### src/rtl/fixed_float_conv_seq.sv
`default_nettype none
// +----------------------------------------------------------------------------+
// | Module  : fixed_float_conv_seq                                             |
// | Purpose : Multi-cycle converter from fixed point (sign-magnitude or two's  |
// |           complement, INT_BITS.FRAC_BITS) to IEEE-754 single precision.    |
// |           Normalises one bit per cycle, then rounds to nearest-even and    |
// |           flags inexact results. Valid/ready handshakes on both sides.     |
// | Ports   : clk, rst            clock / synchronous active-high reset        |
// |           in_valid/in_ready   input handshake (ready only when idle)       |
// |           in_data [W-1:0]     fixed-point operand, W = 1+INT_BITS+FRAC_BITS|
// |           out_valid/out_ready output handshake (result held until taken)   |
// |           out_data [31:0]     {sign, exp[7:0], mant[22:0]}                 |
// |           out_inexact         discarded bits were nonzero                  |
// | Revision: 1.0  initial release                                             |
// +----------------------------------------------------------------------------+
module fixed_float_conv_seq #(
  parameter int INT_BITS  = 1,
  parameter int FRAC_BITS = 20,
  parameter int TWOS_COMP = 0
) (
  input  logic                            clk,
  input  logic                            rst,
  input  logic                            in_valid,
  output logic                            in_ready,
  input  logic [INT_BITS+FRAC_BITS:0]     in_data,
  output logic                            out_valid,
  input  logic                            out_ready,
  output logic [31:0]                     out_data,
  output logic                            out_inexact
);

  localparam int M  = INT_BITS + FRAC_BITS;
  localparam int W  = M + 1;
  // Magnitude bits below the hidden one, padded with 25 zeros so that the
  // mantissa, guard and sticky slices exist even when M < 25.
  localparam int EW = M + 25;

  typedef enum logic [1:0] {
    S_IDLE  = 2'd0,
    S_NORM  = 2'd1,
    S_ROUND = 2'd2,
    S_HOLD  = 2'd3
  } state_t;

  state_t      state_q, state_d;
  logic [M:0]  mag_q,   mag_d;
  logic [7:0]  n_q,     n_d;
  logic        sign_q,  sign_d;
  logic [31:0] data_q,  data_d;
  logic        inexact_q, inexact_d;

  // Operand decode: sign and (M+1)-bit magnitude of the incoming word.
  logic        w_in_sign;
  logic [M:0]  w_in_mag;

  if (TWOS_COMP != 0) begin : g_twos_comp
    assign w_in_sign = in_data[W-1];
    // M+1 bits wide so that -2^M negates to 2^M without overflow.
    assign w_in_mag  = in_data[W-1] ? ((~in_data) + W'(1)) : in_data;
  end else begin : g_sign_mag
    assign w_in_sign = in_data[W-1];
    assign w_in_mag  = {1'b0, in_data[M-1:0]};
  end

  // Rounding datapath, evaluated from the normalised magnitude (MSB at bit M).
  logic [EW-1:0] w_ext;
  logic [22:0]   w_mant;
  logic          w_guard;
  logic          w_sticky;
  logic          w_round_up;
  logic [23:0]   w_mant_inc;
  logic [7:0]    w_exp;

  assign w_ext      = {mag_q[M-1:0], 25'd0};
  assign w_mant     = w_ext[EW-1 -: 23];
  assign w_guard    = w_ext[M+1];
  assign w_sticky   = |w_ext[M:0];
  assign w_round_up = w_guard & (w_sticky | w_mant[0]);
  // A carry out of the mantissa leaves bits [22:0] at zero and bumps the exponent.
  assign w_mant_inc = {1'b0, w_mant} + 24'(w_round_up);
  // Exponent arithmetic wraps mod 256; the final value is always in 1..254.
  assign w_exp      = 8'(127 + INT_BITS) - n_q + {7'd0, w_mant_inc[23]};

  always_comb begin
    state_d   = state_q;
    mag_d     = mag_q;
    n_d       = n_q;
    sign_d    = sign_q;
    data_d    = data_q;
    inexact_d = inexact_q;
    case (state_q)
      S_IDLE: begin
        if (in_valid) begin
          sign_d = w_in_sign;
          mag_d  = w_in_mag;
          n_d    = '0;
          if (w_in_mag == '0) begin
            // Zero (including sign-magnitude -0) always yields +0.
            data_d    = 32'h0000_0000;
            inexact_d = 1'b0;
            state_d   = S_HOLD;
          end else begin
            state_d = S_NORM;
          end
        end
      end
      S_NORM: begin
        if (mag_q[M]) begin
          state_d = S_ROUND;
        end else begin
          mag_d = mag_q << 1;
          n_d   = n_q + 8'd1;
        end
      end
      S_ROUND: begin
        data_d    = {sign_q, w_exp, w_mant_inc[22:0]};
        inexact_d = w_guard | w_sticky;
        state_d   = S_HOLD;
      end
      S_HOLD: begin
        if (out_ready) begin
          state_d = S_IDLE;
        end
      end
      default: state_d = S_IDLE;
    endcase
  end

  always_ff @(posedge clk) begin
    if (rst) begin
      state_q   <= S_IDLE;
      mag_q     <= '0;
      n_q       <= '0;
      sign_q    <= 1'b0;
      data_q    <= 32'h0000_0000;
      inexact_q <= 1'b0;
    end else begin
      state_q   <= state_d;
      mag_q     <= mag_d;
      n_q       <= n_d;
      sign_q    <= sign_d;
      data_q    <= data_d;
      inexact_q <= inexact_d;
    end
  end

  assign in_ready    = (state_q == S_IDLE);
  assign out_valid   = (state_q == S_HOLD);
  assign out_data    = data_q;
  assign out_inexact = inexact_q;

endmodule
`default_nettype wire

### config.mk
export PLATFORM = sky130hd
export DESIGN_NAME = fixed_float_conv_seq
export DESIGN_NICKNAME = d
export VERILOG_FILES = /design/src/rtl/fixed_float_conv_seq.sv
export SDC_FILE = /design/constraint.sdc
export NUM_CORES = 1
export LEC_CHECK = 0
export ABC_CLOCK_PERIOD_IN_PS = 4800
export CAP_MARGIN = 20
export CORE_UTILIZATION = 55
export CTS_CLUSTER_SIZE = 10
export DETAILED_ROUTE_END_ITERATION = 16
export PLACE_DENSITY = 0.92
export SKIP_LAST_GASP = 1
export SLEW_MARGIN = 20
export SYNTH_ARGS = -nofsm -noshare
export SYNTH_HDL_FRONTEND = slang
export SYNTH_SLANG_ARGS = --single-unit
export TNS_END_PERCENT = 100
### constraint.sdc
create_clock -name clk -period 4.8 [get_ports clk]
set_clock_uncertainty 0.2 [all_clocks]
set_input_delay 1.2 -clock clk [delete_from_list [all_inputs] [get_ports clk]]
set_output_delay 1.2 -clock clk [all_outputs]
set_load 0.1 [all_outputs]
==> results.md, run 1 <==
- Worst voltage drop across the vdd grid: roughly 0.26 mV
- Count of unresolved DRC violations after routing: 0
- Global-route usage over all layers: 0.263
- Adder-cell area share of the yosys netlist: 0.0281
- Sequential share of the synthesized area: 0.405
- Worst reg-to-reg path cell count: 7
- Worst slew pin tran: 994 ps
- Area fraction of the dominant cell type after synthesis: 0.405
- Final period demand of the worst path: ~3700 ps
- Count of buffers from port buffering: 57
- Critical path buffers and inverters: 2
- GRT Residual Overflow: 0
- Clk pin slew, worst setup/hold paths: 70 ps
- Final period util: 0.779
- Largest net degree at the start of global routing: 48
- Number of gates resized after CTS: 0
- Crit. End Element: primary output
- Pre-CTS WS: 1010 ps
- Initial DRT Pass Iterations: 5
- Count of final hold-check violations: 0
- Capture point of the worst reg-to-reg path: n_q[7]
- Critical path launch point type: register
- Source of the worst hold timing path: sign_q
- Main combinational cell family by area after synthesis: simple AND/OR/NAND/NOR gates
- Count of filler cells inserted in the layout: 430
- Outcome: finished, final reports clean
- Width of the die: 77.2 µm
- Number of distinct standard cells referenced by the synthesized netlist: 45
- Fraction of layout instances using a drive strength above 1: 0.0923
- Cell types occupying the most area after synthesis: sky130_fd_sc_hd__dfxtp_1, sky130_fd_sc_hd__nand2b_1, sky130_fd_sc_hd__o32ai_1
- Setup violations, final: 0
- Primary flip-flop cell chosen by synthesis mapping: sky130_fd_sc_hd__dfxtp_1
- Worst Path Required: 3400 ps
- Async set-or-reset flop fraction in the synthesized netlist: 0
- Simple-gate area share of the yosys netlist: 0.231
- Pwr dens: 488 mW/mm²
- Cell count after synthesis: 344
- Full die area: between 0.005 and 0.006 mm²
- H-tree levels: 3
- Routability Congestion: 0.820
- Critical Path Start: state_q[0]
- Arrival time at the worst endpoint: 2340 ps
- Share of the synthesized netlist area taken by xor and xnor gates: 0.0253
- Number of synthesized register bits: 63
- Clock tree sinks: 63
- Antenna cell count: 0
- Number of hold buffers added after cts: 0
- Kind of path behind the tightest hold check: reg -> reg
- Number of maximum-capacitance violations: 0
- Starting utilization of the core area: 0.569
- Number of flops mapped to enable cells by yosys: 0
- Final worst setup slack: 1060 ps
- Total of warnings raised by yosys: 0
- Standby leakage power: 1.31 nW
- Complex-gate fraction of the synthesized area: 0.213
- Post-Route Setup TNS: 0 ps
- Core utilization of the finished layout: 0.700
- Count of pins on the block boundary: 61
- Critical Setup Path Class: reg -> out
- Register-to-Register Setup Slack: 2240 ps
- 1st-iter DRT viols: around 160
- Drt wl/cell: 16.1 µm
- R2R Path Start: state_q[1]
- Routed Antenna Nets: 0
- Number of stages on the worst setup path: 3
- Critical path cell sequence: inv_1 -> ha_1 -> clkdlybuf4s50_1
- Number of buffers added for setup after CTS: 0
- Top cell type by total area after synthesis: sky130_fd_sc_hd__dfxtp_1
- Antenna violations before repair: 0
- RSZ-0062 raised after global routing: false
- TritonCTS clock tree: yes
- Maximum cell stage delay along the critical path: between 1000 and 1500 ps
- Crit Path Max Fanout: 8
- Vias in the first global route: 2,598
- Via-to-Cell Ratio: ~6.0
- Detailed-route wire length: approximately 7400 µm
- Number of cell rows: 27
- Max stage delay cell, worst path: sky130_fd_sc_hd__clkdlybuf4s50_1
- Wire length of the first global-routing pass: 12,300 µm
- Vertical die dimension: roughly 77 µm
- Core Box Area: 0.00547 mm²
- DP Wirelength: ~5000 µm
- FMAX: 268 MHz
- Multiplexer share of the synthesized area: 0.0133
- Num CTS Buffers: 9
- Nets@finish: approximately 420
- Dominant delay contributor by cell family on the critical path: buffers and inverters
- Area growth from synthesis to final layout: 23.0%
- Total count of max-transition violations in the final report: 0
- Routed vias: 2,751
- Clock network latency to the later pin of the worst-skew pair: about 350 ps
- Netlist area before placement: 0.00311 mm²
- Number of buffers between clock root and the deepest sink: 2
- Worst slew margin relative to its limit: 0.335
- Root buffer cell: sky130_fd_sc_hd__clkbuf_8
- End point of the critical path: in_ready
- Average size of a mapped cell: 9.05 µm²
==> metrics by stage <==
step | power [mW] | cell area (µm²) | hold WS, ps | std cells
floorplan | 1.30 | 3120 | 236 | 346
global placement | 1.45 | 3670 | 258 | 447
detailed placement | 1.47 | 3670 | 268 | 447
CTS | 1.87 | 3830 | 281 | 462
global route | 1.98 | 3830 | 310 | 462
finish | 1.87 | 3830 | 275 | 462
==> layout by cell type, fill, tap and decap left out, types with 4 or more instances in the layout <==
cell / synthesis / final
sky130_fd_sc_hd__clkbuf_8: 0 / 10
sky130_fd_sc_hd__a311oi_1: 17 / 17
sky130_fd_sc_hd__ha_1: 7 / 7
sky130_fd_sc_hd__nor2b_1: 7 / 7
sky130_fd_sc_hd__xor2_1: 6 / 6
sky130_fd_sc_hd__nand2b_1: 43 / 43
sky130_fd_sc_hd__a222oi_1: 4 / 4
sky130_fd_sc_hd__o32ai_1: 19 / 19
sky130_fd_sc_hd__a21oi_1: 6 / 6
sky130_fd_sc_hd__dfxtp_1: 63 / 63
sky130_fd_sc_hd__inv_1: 29 / 29
sky130_fd_sc_hd__nand4_1: 4 / 4
sky130_fd_sc_hd__o32ai_2: 10 / 10
sky130_fd_sc_hd__nor2_1: 27 / 27
sky130_fd_sc_hd__or4_1: 5 / 5
sky130_fd_sc_hd__a211oi_1: 6 / 6
sky130_fd_sc_hd__nand3_1: 14 / 14
sky130_fd_sc_hd__nand2_1: 9 / 9
sky130_fd_sc_hd__buf_4: 3 / 4
sky130_fd_sc_hd__clkdlybuf4s50_1: 0 / 56
==> state kept, by name, summed over array words and instances, names as in the netlist <==
| name | cells |
|---|---|
| n_q | 8 |
| out_data | 30 |
| state_q | 2 |
| sign_q | 1 |
| mag_q | 22 |
==> layout make-up <==
cell class / instances / area (µm²) / area share
Multi-Input combinational cell: 221 / 1610 / 0.420
Sequential cell: 63 / 1260 / 0.329
Timing Repair Buffer: 61 / 596 / 0.155
Clock buffer: 11 / 141 / 0.0369
Inverter: 30 / 113 / 0.0294
Tap cell: 72 / 90.1 / 0.0235
Clock inverter: 4 / 22.5 / 0.00588
==> power breakdown <==
| part | switching, mW | internal, mW | total, mW |
|---|---|---|---|
| registers | 0.0747 | 0.614 | 0.688 |
| logic | 0.530 | 0.256 | 0.786 |
| clock network | 0.200 | 0.196 | 0.395 |
==> worst register-to-register path: stages (launching register included) <==
cell,delay (ps)
sky130_fd_sc_hd__dfxtp_1,400
sky130_fd_sc_hd__inv_1,110
sky130_fd_sc_hd__ha_1,200
sky130_fd_sc_hd__buf_4,250
sky130_fd_sc_hd__nand2_1,200
sky130_fd_sc_hd__nand2_1,380
sky130_fd_sc_hd__or4_1,620
sky130_fd_sc_hd__a21oi_1,140
==> synth_stat cells, types with 2 or more instances <==
cell type                   n
sky130_fd_sc_hd__or4_1      5
sky130_fd_sc_hd__xnor2_1    3
sky130_fd_sc_hd__o31ai_1    3
sky130_fd_sc_hd__buf_4      3
sky130_fd_sc_hd__or3_1      2
sky130_fd_sc_hd__nand3_1   14
sky130_fd_sc_hd__a22oi_1    2
sky130_fd_sc_hd__inv_1     29
sky130_fd_sc_hd__dfxtp_1   63
sky130_fd_sc_hd__and2_1     2
sky130_fd_sc_hd__mux2i_1    3
sky130_fd_sc_hd__clkbuf_1  22
sky130_fd_sc_hd__a211oi_1   6
sky130_fd_sc_hd__a21oi_1    6
sky130_fd_sc_hd__nor4_1     2
sky130_fd_sc_hd__nand4_1    4
sky130_fd_sc_hd__nand2b_1  43
sky130_fd_sc_hd__a311oi_1  17
sky130_fd_sc_hd__ha_1       7
sky130_fd_sc_hd__o32ai_1   19
sky130_fd_sc_hd__nor3_1     3
sky130_fd_sc_hd__nand2_1    9
sky130_fd_sc_hd__xor2_1     6
sky130_fd_sc_hd__buf_2      5
sky130_fd_sc_hd__nor2_1    27
sky130_fd_sc_hd__nor2b_1    7
sky130_fd_sc_hd__o21ai_0    2
sky130_fd_sc_hd__a222oi_1   4
sky130_fd_sc_hd__o32ai_2   10
==> routing by layer <==
layer,GRT usage,wire length (µm),part of all wire
met3,0.0964,613,0.082
met5,0,0,0
met2,0.414,3540,0.48
met1,0.327,3170,0.43
met4,0.0943,112,0.015
==> worst min-delay path by stage <==
stage,to,slack (ps),cells after the start
6_report,sign_q,280,2
5_1_grt,sign_q,310,2
4_1_cts,sign_q,280,2
3_5_place_dp,sign_q,270,2
3_3_place_gp,sign_q,260,2
2_1_floorplan,sign_q,240,2
==> logic make-up (layout without fill, tap and decap cells) <==
kind of cell | after synthesis | after routing
adder cells (fa/ha/maj) | 7 | 7
AND/OR/NAND/NOR | 126 | 126
AO/OA/AOI/OAI | 72 | 72
other | 1 | 3
flip-flops | 63 | 63
XOR/XNOR | 9 | 9
buffers and inverters | 62 | 106
multiplexers | 4 | 4
No activity file was read; power rests on OpenSTA's default activity.
==> run 2: changes to the inputs <==
- ABC_CLOCK_PERIOD_IN_PS: 4800 -> 3300
- CORE_UTILIZATION: 55 -> 47
- PLACE_DENSITY: 0.92 -> 0.85
- clock period: 4.8 -> 3.3 ns (I/O delays scaled with it)
==> results.md, run 2 (synthesized netlist as in run 1, its figures left out) <==
- Area of combinational cells with multiple inputs: roughly 0.0016 mm²
- Most common library cell in the layout ignoring fill and taps: sky130_fd_sc_hd__dfxtp_1
- Critical path launch point type: input pin
- Worst reg-to-reg path cell count: 7
- Routed Antenna Nets: 0
- Max stage delay cell, worst path: sky130_fd_sc_hd__or4_1
- Core Box Area: roughly 0.0064 mm²
- Worst Path Required: 3310 ps
- Via-to-Cell Ratio: a little under 6
- Pre-CTS WS: 184 ps
- Number of stages on the worst setup path: 6
- GRT Residual Overflow: 0
- Root buffer cell: sky130_fd_sc_hd__clkbuf_8
- Post-Route Setup TNS: 0 ps
- Area growth from synthesis to final layout: 23.8%
- TritonCTS clock tree: yes
- Routed vias: 2,751
- Wire length of the first global-routing pass: 12,600 µm
- Maximum cell stage delay along the critical path: 560 ps
- Final cell count without fillers: 476
- Count of filler cells inserted in the layout: about 530
- Starting utilization of the core area: 0.488
- Kind of path behind the tightest hold check: reg -> reg
- Count of final hold-check violations: 0
- Worst voltage drop across the vdd grid: 0.353 mV
- Global-route usage over all layers: 0.228
- Pwr dens: 732 mW/mm²
- Width of the die: 83.4 µm
- Dominant delay contributor by cell family on the critical path: simple AND/OR/NAND/NOR gates
- Routability Congestion: between 0.8 and 0.9
- Setup violations, final: 0
- Clock network latency to the later pin of the worst-skew pair: around 340 ps
- Full die area: 0.00696 mm²
- Num CTS Buffers: 9
- Number of hold buffers added after cts: 0
- Final period util: 0.839
- Outcome: finished, final reports clean
- Detailed-route wire length: about 7600 µm
- Storage cell area: 0.00126 mm²
- Nets@finish: 427
- Vias in the first global route: 2,618
- Vertical die dimension: approximately 83 µm
- Antenna cell count: 0
- Critical path cell sequence: clkdlybuf4s50_1 -> or4_1 -> nor4_2 -> a31o_2 -> buf_4 -> o32ai_1
- Number of cells on the worst hold path: 2
- Standby leakage power: ~1.4 nW
- Number of cell rows: 29
- Crit. End Element: register
- H-tree levels: 3
- DP Wirelength: 5340 µm
- Final worst setup slack: 533 ps
- 1st-iter DRT viols: between 150 and 200
- Total count of max-transition violations in the final report: 0
- Fraction of layout instances using a drive strength above 1: 0.193
- Number of buffers between clock root and the deepest sink: 2
- Initial DRT Pass Iterations: 6
- Count of buffers from port buffering: 57
- Arrival time at the worst endpoint: 2780 ps
- Count of pins on the block boundary: about 60
- Critical Setup Path Class: in -> reg
- Placed Cells incl. Taps: 460
- Largest net degree at the start of global routing: 35
- Critical path buffers and inverters: 2
- Count of unresolved DRC violations after routing: 0
- Worst slew margin relative to its limit: 0.586
- Number of gates resized after CTS: 0
- Drt wl/cell: roughly 16 µm
- Clock tree sinks: 63
- Crit Path Max Fanout: 11
- Number of buffers added for setup after CTS: 0
- Most used cells in the layout excluding fill and tap cells: sky130_fd_sc_hd__dfxtp_1, sky130_fd_sc_hd__nand2b_1, sky130_fd_sc_hd__buf_4
- Worst slew pin tran: 620 ps
- RSZ-0062 raised after global routing: false
- Antenna violations before repair: 0
- Final period demand of the worst path: roughly 2800 ps
- Number of maximum-capacitance violations: 0
- Clk pin slew, worst setup/hold paths: around 70 ps
- Largest register FFs: 30
- FMAX: 361 MHz
-- run 2: metrics by stage --
| step | area [µm²] | utilization | hold slack (ps) | power [mW] |
|---|---|---|---|---|
| 6_report | 3850 | 0.604 | 281 | 2.82 |
| 5_1_grt | 3850 | 0.604 | 298 | 2.98 |
| 4_1_cts | 3850 | 0.604 | 282 | 2.82 |
| 3_5_place_dp | 3670 | 0.574 | 267 | 2.18 |
| 3_3_place_gp | 3670 | 0.574 | 266 | 2.14 |
| 2_1_floorplan | 3120 | - | 236 | 1.89 |
-- run 2: area by class of cell --
class,count,area share
Sequential cell,63,0.327
Clock inverter,6,0.0159
Multi-Input combinational cell,221,0.417
Timing Repair Buffer,69,0.153
Tap cell,77,0.0250
Clock buffer,10,0.0331
Inverter,30,0.0292
-- run 2: final timing paths --
kind	slack (ps)	startpoint	endpoint
worst min-delay path	280	out_data[29]	out_data[29]
worst max register to register	1110	state_q[0]	mag_q[2]
worst max-delay path	530	in_data[12]	out_data[14]
worst min register to register	280	out_data[29]	out_data[29]
-- run 2: where the power goes --
| part | switching, mW | total [mW] | internal, mW |
|---|---|---|---|
| Clock | 0.305 | 0.651 | 0.346 |
| Sequential | 0.107 | 0.999 | 0.892 |
| Combinational | 0.778 | 1.17 | 0.392 |
-- run 2: metal layers --
metal	vias to the layer above	GRT usage	part of all wire
li1	1326	-	-
met1	1302	0.303	0.45
met2	107	0.358	0.47
met3	16	0.0437	0.061
met4	0	0.103	0.023
met5	-	0	0
-- run 2: worst min-delay path, stage by stage, from the launching register on --
cell	delay [ps]
sky130_fd_sc_hd__dfxtp_1	320
sky130_fd_sc_hd__nand2b_1	60
sky130_fd_sc_hd__mux2i_1	50
